[config.mk]
export PLATFORM = sky130hd
export DESIGN_NAME = pc_gen_flat
export DESIGN_NICKNAME = d
export VERILOG_FILES = /design/src/rtl/pc_gen_if.sv /design/src/rtl/pc_gen.sv /design/src/flat_wrapper.sv
export SDC_FILE = /design/constraint.sdc
export NUM_CORES = 1
export LEC_CHECK = 0
export BUFFER_PORTS_ARGS = -buffer_cell sky130_fd_sc_hd__buf_2
export CORE_ASPECT_RATIO = 0.6
export CORE_MARGIN = 2
export CORE_UTILIZATION = 50
export DETAILED_ROUTE_END_ITERATION = 16
export GPL_TIMING_DRIVEN = 0
export PLACE_DENSITY = 0.7
export SYNTH_ARGS = -nofsm -noshare
export SYNTH_HDL_FRONTEND = slang
export SYNTH_SLANG_ARGS = --single-unit
[constraint.sdc]
create_clock -name clk -period 3.09 [get_ports clk]
set_input_delay 0 -clock clk [delete_from_list [all_inputs] [get_ports clk]]
set_output_delay 0 -clock clk [all_outputs]
set_load 0.02 [all_outputs]
[src/rtl/pc_gen_if.sv]
// Fetch-redirect bus between the execute stage (master) and the PC generator (slave).
// The slave returns the fetch address, pending status and return-stack status.
interface pc_gen_if #(
  parameter int unsigned WIDTH     = 16,
  parameter int unsigned RAS_DEPTH = 4
);
  localparam int unsigned CW = $clog2(RAS_DEPTH) + 1;

  logic             stall;
  logic             redirect;
  logic             call;
  logic             ret;
  logic [WIDTH-1:0] tgt_addr;
  logic [WIDTH-1:0] link_addr;
  logic [WIDTH-1:0] pc_out;
  logic             pend;
  logic [CW-1:0]    ras_count;
  logic             ras_ovf;
  logic             ras_unf;

  modport master (
    output stall, redirect, call, ret, tgt_addr, link_addr,
    input  pc_out, pend, ras_count, ras_ovf, ras_unf
  );

  modport slave (
    input  stall, redirect, call, ret, tgt_addr, link_addr,
    output pc_out, pend, ras_count, ras_ovf, ras_unf
  );
endinterface

[src/rtl/pc_gen.sv]
// Fetch-stage program-counter generator with held redirects and a circular
// return-address stack.
module pc_gen #(
  parameter int unsigned      WIDTH     = 16,
  parameter logic [WIDTH-1:0] RST_VEC   = '1,
  parameter int unsigned      RAS_DEPTH = 4
) (
  input  logic     clk,
  input  logic     rst,
  pc_gen_if.slave  bus
);
  localparam int unsigned   PW   = $clog2(RAS_DEPTH);
  localparam int unsigned   CW   = PW + 1;
  localparam logic [CW-1:0] FULL = CW'(RAS_DEPTH);

  typedef enum logic {RUN, HELD} pend_state_t;

  pend_state_t      state;
  logic [WIDTH-1:0] pc_q;
  logic [WIDTH-1:0] pend_addr;
  logic [WIDTH-1:0] ras_mem [RAS_DEPTH];
  logic [PW-1:0]    ras_ptr;
  logic [CW-1:0]    ras_cnt;
  logic             ovf_q;
  logic             unf_q;

  logic             take_call;
  logic             take_redir;
  logic             take_ret;
  logic             ret_empty;
  logic             tgt_valid;
  logic [WIDTH-1:0] tgt;
  logic [PW-1:0]    top_idx;
  logic             ras_full;

  // ras_ptr is the next write slot; when full it also names the oldest entry,
  // so a push simply overwrites it.
  always_comb begin
    top_idx    = ras_ptr - PW'(1);
    ras_full   = (ras_cnt == FULL);
    take_call  = bus.call;
    take_redir = !bus.call && bus.redirect;
    take_ret   = !bus.call && !bus.redirect && bus.ret && (ras_cnt != '0);
    ret_empty  = !bus.call && !bus.redirect && bus.ret && (ras_cnt == '0);
    tgt_valid  = take_call || take_redir || take_ret;
    tgt        = take_ret ? ras_mem[top_idx] : bus.tgt_addr;
  end

  always_ff @(posedge clk) begin
    if (take_call) begin
      ras_mem[ras_ptr] <= bus.link_addr;
    end
  end

  always_ff @(posedge clk or posedge rst) begin
    if (rst) begin
      ras_ptr <= '0;
      ras_cnt <= '0;
      ovf_q   <= 1'b0;
      unf_q   <= 1'b0;
    end else begin
      if (take_call) begin
        ras_ptr <= ras_ptr + PW'(1);
        if (ras_full) begin
          ovf_q <= 1'b1;
        end else begin
          ras_cnt <= ras_cnt + CW'(1);
        end
      end else if (take_ret) begin
        ras_ptr <= top_idx;
        ras_cnt <= ras_cnt - CW'(1);
      end
      if (ret_empty) begin
        unf_q <= 1'b1;
      end
    end
  end

  always_ff @(posedge clk or posedge rst) begin
    if (rst) begin
      state     <= RUN;
      pc_q      <= RST_VEC;
      pend_addr <= RST_VEC;
    end else if (bus.stall) begin
      if (tgt_valid) begin
        pend_addr <= tgt;
        state     <= HELD;
      end
    end else begin
      state <= RUN;
      if (tgt_valid) begin
        pc_q <= tgt;
      end else if (state == HELD) begin
        pc_q <= pend_addr;
      end else begin
        pc_q <= pc_q + WIDTH'(1);
      end
    end
  end

  assign bus.pc_out    = pc_q;
  assign bus.pend      = (state == HELD);
  assign bus.ras_count = ras_cnt;
  assign bus.ras_ovf   = ovf_q;
  assign bus.ras_unf   = unf_q;
endmodule

[src/flat_wrapper.sv]
// flat-port wrapper written by rule: the top's interface ports become plain ports
module pc_gen_flat 
#(
  parameter int unsigned      WIDTH     = 16,
  parameter logic [WIDTH-1:0] RST_VEC   = '1,
  parameter int unsigned      RAS_DEPTH = 4
)
  (clk, rst, bus_stall, bus_redirect, bus_call, bus_ret, bus_tgt_addr, bus_link_addr, bus_pc_out, bus_pend, bus_ras_count, bus_ras_ovf, bus_ras_unf);
  pc_gen_if #(.WIDTH(WIDTH), .RAS_DEPTH(RAS_DEPTH)) bus_i ();
  input  logic clk;
  input  logic rst;
  input wire logic [$bits(bus_i.stall)-1:0] bus_stall;
  input wire logic [$bits(bus_i.redirect)-1:0] bus_redirect;
  input wire logic [$bits(bus_i.call)-1:0] bus_call;
  input wire logic [$bits(bus_i.ret)-1:0] bus_ret;
  input wire logic [$bits(bus_i.tgt_addr)-1:0] bus_tgt_addr;
  input wire logic [$bits(bus_i.link_addr)-1:0] bus_link_addr;
  output wire logic [$bits(bus_i.pc_out)-1:0] bus_pc_out;
  output wire logic [$bits(bus_i.pend)-1:0] bus_pend;
  output wire logic [$bits(bus_i.ras_count)-1:0] bus_ras_count;
  output wire logic [$bits(bus_i.ras_ovf)-1:0] bus_ras_ovf;
  output wire logic [$bits(bus_i.ras_unf)-1:0] bus_ras_unf;
  assign bus_i.stall = bus_stall;
  assign bus_i.redirect = bus_redirect;
  assign bus_i.call = bus_call;
  assign bus_i.ret = bus_ret;
  assign bus_i.tgt_addr = bus_tgt_addr;
  assign bus_i.link_addr = bus_link_addr;
  assign bus_pc_out = bus_i.pc_out;
  assign bus_pend = bus_i.pend;
  assign bus_ras_count = bus_i.ras_count;
  assign bus_ras_ovf = bus_i.ras_ovf;
  assign bus_ras_unf = bus_i.ras_unf;
  pc_gen #(.WIDTH(WIDTH), .RST_VEC(RST_VEC), .RAS_DEPTH(RAS_DEPTH)) u_core (.clk(clk), .rst(rst), .bus(bus_i));
endmodule
==> results.cfg, run 1 <==
[power]
pwr-share-clk = 0.244
p_sw_frac = 0.3155
cellInternalPower_mw = 3.125
power.switching_mw = 1.440
p_per_area_nw_per_um2 = 803.0
p_leak_nw = 2.127
power_frac_comb = 0.307
ir_drop_uv = 550.1
seqPwrFrac = 0.450

[final_layout]
instances_no_fill = 558
final_cell_area_um2 = 5685
drive_gt1_frac = 0.3364
diodes = 0
area_growth_pct = 19.30
nets = 467
fill_cells = 718

[timing]
setup_slack_ns = 0.3122
worst_pin_slew_ns = 0.8927
maxSlewViolCount = 0
min_period_ns = 2.778
final-hold-violation-count = 0
finalSetupTns_ns = 0
clock.fmax_mhz = 360.0
rsz0062_at_grt = no
period_share = 0.8990
relSlewSlack = 0.4049
setup_violations = 0
skew_ns = 0.006741

[worst_setup_path]
reg2reg_from = u_core.ras_ptr[0]
crit_type = flip-flop to flip-flop
crit_required_ns = 3.37
critPathLaunch = u_core.ras_ptr[0]
setup.worst_path.start_class = flip-flop
worstSetupEndpointType = flip-flop
cp_max_fo = 10
worstPathArrival_ns = 3.05
r2r_slack_ns = 0.31

[cts]
cts_max_path_buffers = 2
cts_sinks = 104
cts.repair.resized = 0
htreeDepth = 3
clkTransAtPathRegs_ns = 0.07
numCtsBuffers = 9
cts_root_buf = clkbuf_16
cts_tree = yes
insertion_delay_ns = 0.34
post_cts_buffers = 0

[synthesis]
synth_top_flop_cell = edfxtp_1
async_reset_ff_frac = 0.3846
syn-num-nets = 381
synth_edf_count = 64
ys_warn_count = 0
syn_area_um2 = 4766
ys_types = 53
synth.yosys.seq_area_share = 0.6217
synth_seq_cells = 104
netlist_instances = 337
syn_avg_cell_area_um2 = 14.14

[drt]
routedWlPerCell_um = 19.06
vias_per_cell = 5.740
drtIter0Drc = 341
route.vias.total = 3203
antenna_left = 0
routed_wl_um = 10640
first_pass_iters = 5
drc = 0

[placement]
placed_area_um2 = 5219
place_congestion = 0.9156
placed_cells = 525
dpl.hpwl_um = 7453
io_buffers = 58
post-place-ws_ns = 0.04787

[grt]
grt.overflow.total = 0
grt.met1_usage = 0.3300
antenna_found_initial = 0
grt_pass1_vias = 3219
use_met2 = 0.3304
met3_usage = 0.04692
grt_max_degree = 41
grt_use_total = 0.2231
grt_pass1_wl_um = 16970
busiest_layer = met2

[floorplanning]
rows = 27
die_h_um = 79.63
core_area_um2 = 9223
die_area_um2 = 10350
die_x_um = 130.0
initial_core_util = 0.5168
num_io_pins = 60

[status]
status = complete, no violations

[worst_hold_path]
min_from = bus_tgt_addr[2]
worstHoldPathType = input pin to flip-flop

[run]
drv_cap = 0
## final timing paths
| check | endpoint | cells past startpoint |
|---|---|---|
| worst min register to register | u_core.bus.ras_ovf | 1 |
| worst max-delay path | u_core.bus.pc_out[12] | 8 |
| worst min-delay path | u_core.pend_addr[2] | 3 |
| worst max register to register | u_core.bus.pc_out[12] | 8 |
| max in group asynchronous | u_core.bus.pend | 3 |
| min in group asynchronous | u_core.bus.ras_count[1] | 3 |
## cell families after synthesis
kind of cell,synth area share
AOI/OAI and AO/OA,0.09478
xor gates and xnor gates,0.02573
adders and majority gates,0.01733
buffers and inverters,0.02914
DFF,0.6217
muxes,0.1226
and+or+nand+nor,0.08874
## critical path, stage by stage, from the launching register on
cell     delay [ns]
dfrtp_1        0.38
buf_4          0.24
buf_4          0.26
inv_1          0.10
ha_1           0.57
mux4_2         0.36
mux2i_1        0.42
o21ai_0        0.19
a21o_1         0.19
## registers in the layout, summed over array words and instances (netlist names)
register,flops
u_core.ras_mem,64
u_core.bus.pc_out,16
u_core.pend_addr,16
u_core.bus.ras_count,3
u_core.ras_ptr,2
u_core.bus.pend,1
u_core.bus.ras_ovf,1
u_core.bus.ras_unf,1
## timing repair
| item | 4_1_cts | 5_1_grt |
|---|---|---|
| setup endpoints to repair | 0 | 14 |
| hold buffers | 18 | 0 |
| hold endpoints to repair | 73 | 0 |
## metal layers
layer / share of wire / up-vias
li1: - / 1448
met1: 0.47 / 1605
met2: 0.45 / 137
met3: 0.071 / 13
met4: 0.011 / 0
met5: 0 / -
## cells in the mapped netlist (5+ instances only)
library cell / number / area (um2)
a21o_1: 5 / 37.54
a21oi_1: 9 / 45.04
buf_4: 5 / 37.54
clkbuf_1: 5 / 18.77
dfrtp_1: 8 / 200.2
dfstp_2: 32 / 840.8
edfxtp_1: 64 / 1922
ha_1: 5 / 62.56
inv_1: 9 / 33.78
mux2i_1: 19 / 190.2
mux4_2: 16 / 360.4
nand2_1: 35 / 131.4
nor2_1: 16 / 60.06
nor3_1: 5 / 25.02
o211ai_1: 6 / 45.04
o21ai_0: 25 / 125.1
xnor2_1: 9 / 78.83
xor2_1: 5 / 43.79
## per-stage QoR
step / utilization / hold WS (ns) / power, mW
floorplan: - / 0.09887 / 3.058
global placement: 0.5659 / 0.2135 / 3.411
detailed placement: 0.5659 / 0.2154 / 3.471
CTS: 0.6169 / 0.00004921 / 4.602
global route: 0.6165 / 0.03851 / 4.810
finish: 0.6165 / 0.003640 / 4.566
## cells in the final DEF, fill, tap and decap left out, types with 9 or more instances in the layout
cell           count
edfxtp_1          64
buf_2             60
nand2_1           35
dfstp_2           32
o21ai_0           25
mux2i_1           19
dlygate4sd3_1     18
mux4_2            16
nor2_1            16
a21oi_1            9
xnor2_1            9
clkbuf_16          9
## power groups by stage
stage | sequential, mW | clock (mW) | combinational [mW]
after floorplan | 2.11 | 0 | 0.944
after global placement | 2.06 | 0 | 1.35
after detailed placement | 2.08 | 0 | 1.39
after CTS | 2.05 | 1.13 | 1.42
after global routing | 2.09 | 1.19 | 1.54
final | 2.05 | 1.11 | 1.40
## final cells by class
class	count	area, um2	share of cell area
Sequential cell	104	2963	0.5211
Multi-Input combinational cell	208	1664	0.2927
Timing Repair Buffer	76	470.5	0.08275
Clock buffer	11	232.7	0.04093
Tap cell	130	162.7	0.02861
Buffer	14	97.59	0.01717
Clock inverter	5	57.56	0.01012
Inverter	10	37.54	0.006602
Power figures use the tool's default switching activity.
==> run 2: changes to the inputs <==
Settings changed: CORE_MARGIN 2 to default.
==> run 2 against run 1 <==
Clock skew fell by 0.00063 ns; sequential share of layout area shrank 0.62 points; sequential cell count is the same; clock power grew 11%; non-clock buffer count is 4 higher; global-route usage is 0.88 points higher; die area is 4.0% lower; sequential power is essentially flat; worst setup slack worse by 0.091 ns; combinational power hardly changed; critical endpoint is now u_core.bus.pc_out[15]; core utilization is 0.75 points higher; first-iteration DRC count fell by 15%.
==> results.cfg, run 2 (same netlist as run 1, synthesis figures left out) <==
[power]
power_frac_comb = 0.302
cellInternalPower_mw = 3.218
power.switching_mw = 1.479
p_leak_nw = 2.163
p_per_area_nw_per_um2 = 816.2
p_sw_frac = 0.3149
seqPwrFrac = 0.437
ir_drop_uv = 402.2
pwr-share-clk = 0.261

[final_layout]
fill_cells = 728
diodes = 0
final_cell_area_um2 = 5754
largest_reg_flops = 64
nets = 471
utilization = 0.6239
layout_commonest_cell = edfxtp_1
top_register = u_core.ras_mem
area_growth_pct = 20.74
drive_gt1_frac = 0.3380
final_cell_mix = edfxtp_1 (64), buf_2 (60), nand2_1 (35), dfstp_2 (32), o21ai_0 (25)

[floorplanning]
initial_core_util = 0.5168
rows = 27
core_area_um2 = 9223
num_io_pins = 60
die_x_um = 128.0
die_area_um2 = 9939
die_h_um = 77.63

[drt]
antenna_left = 0
route.vias.total = 3144
routed_wl_um = 10500
first_pass_iters = 5
drc = 0
routedWlPerCell_um = 18.69
drtIter0Drc = 289
vias_per_cell = 5.594

[cts]
htreeDepth = 3
cts_root_buf = clkbuf_16
cts_sinks = 104
cts_max_path_buffers = 2
post_cts_buffers = 0
insertion_delay_ns = 0.35
cts_tree = yes
numCtsBuffers = 9
clkTransAtPathRegs_ns = 0.07

[grt]
grt_use_total = 0.2319
grt_max_degree = 41
grt_pass1_vias = 3127
grt.overflow.total = 0
grt_pass1_wl_um = 16620
antenna_found_initial = 0

[timing]
skew_ns = 0.006107
relSlewSlack = 0.3907
clock.fmax_mhz = 348.5
maxSlewViolCount = 0
worst_pin_slew_ns = 0.9139
setup_violations = 0
period_share = 0.9286
min_period_ns = 2.869
finalSetupTns_ns = 0
rsz0062_at_grt = no
final-hold-violation-count = 0

[worst_setup_path]
crit_required_ns = 3.35
worstSetupEndpointType = flip-flop
crit_type = flip-flop to flip-flop
critPathLaunch = u_core.ras_ptr[0]
worstPathArrival_ns = 3.13
r2r_end = u_core.bus.pc_out[15]
crit_end = u_core.bus.pc_out[15]
ff2ff_path_depth = 8
r2r_slack_ns = 0.22
reg2reg_from = u_core.ras_ptr[0]
setup.worst_path.start_class = flip-flop
cp_max_fo = 10

[worst_hold_path]
worstHoldPathType = input pin to flip-flop
min_from = bus_redirect

[placement]
dpl.hpwl_um = 7242
place_congestion = 0.8467
io_buffers = 58
placed_area_um2 = 5219

[run]
drv_cap = 0

[status]
status = complete, no violations
[run 2: cell count changes in the layout (fill, tap and decap cells not counted)]
cell	previous run	this run
clkinv_2	0	1
clkinvlp_4	2	1
inv_6	0	2
bufinv_16	1	2
clkinv_1	2	1
clkbuf_1	6	5
dlygate4sd3_1	18	22
clkinv_4	1	0
[run 2: final cells by class]
class | count | area (um2) | share of cell area
Inverter | 10 | 37.54 | 0.006523
Buffer | 14 | 97.59 | 0.01696
Multi-Input combinational cell | 208 | 1664 | 0.2892
Clock inverter | 6 | 90.09 | 0.01566
Timing Repair Buffer | 80 | 510.5 | 0.08871
Tap cell | 130 | 162.7 | 0.02827
Clock buffer | 10 | 229.0 | 0.03979
Sequential cell | 104 | 2963 | 0.5149
[run 2: what timing repair did]
item                                   in CTS  in global routing
gates resized for setup                     0                  0
setup endpoints to repair                   1                  0
hold buffers                               22                  0
endpoints found under the hold margin      77                  0
[run 2: worst max-delay path, stage by stage, from the launching register on]
cell and delay [ns]:
dfrtp_1 0.39, buf_4 0.24, buf_4 0.27, inv_1 0.11, ha_1 0.59, buf_2 0.35, mux4_2 0.34, mux2i_1 0.31
o221ai_1 0.18
[run 2: worst min-delay path by stage]
stage | end | slack, ns | cells past startpoint
3_3_place_gp | u_core.ras_mem[0][12] | 0.21 | 1
2_1_floorplan | u_core.ras_mem[0][0] | 0.1 | 0
3_5_place_dp | u_core.bus.ras_ovf | 0.22 | 2
4_1_cts | u_core.bus.ras_unf | 0.01 | 4
6_report | u_core.bus.ras_unf | 0.01 | 4
5_1_grt | u_core.pend_addr[8] | 0.03 | 3
[run 2: layer usage]
layer  part of all wire  global-route usage
met2               0.44              0.3418
met5                  0                   0
met4              0.013             0.07176
met1               0.48              0.3399
met3              0.059             0.05724
[run 2: power groups by stage]
stage	combinational (mW)	clock, mW	sequential (mW)
finish	1.42	1.23	2.05
global route	1.55	1.29	2.09
CTS	1.43	1.24	2.05
detailed placement	1.40	0	2.07
global placement	1.36	0	2.05
floorplan	0.944	0	2.11
[run 2: metrics by stage]
stage               hold slack (ns)  total power [mW]  cells  setup slack (ns)
floorplan                   0.09887             3.058    337            0.7227
global placement             0.2140             3.415    525            0.1275
detailed placement           0.2189             3.473    525          0.009802
CTS                         0.01082             4.711    562            0.1986
global route                0.03104             4.926    562           0.04855
finish                      0.01198             4.696    562            0.2208
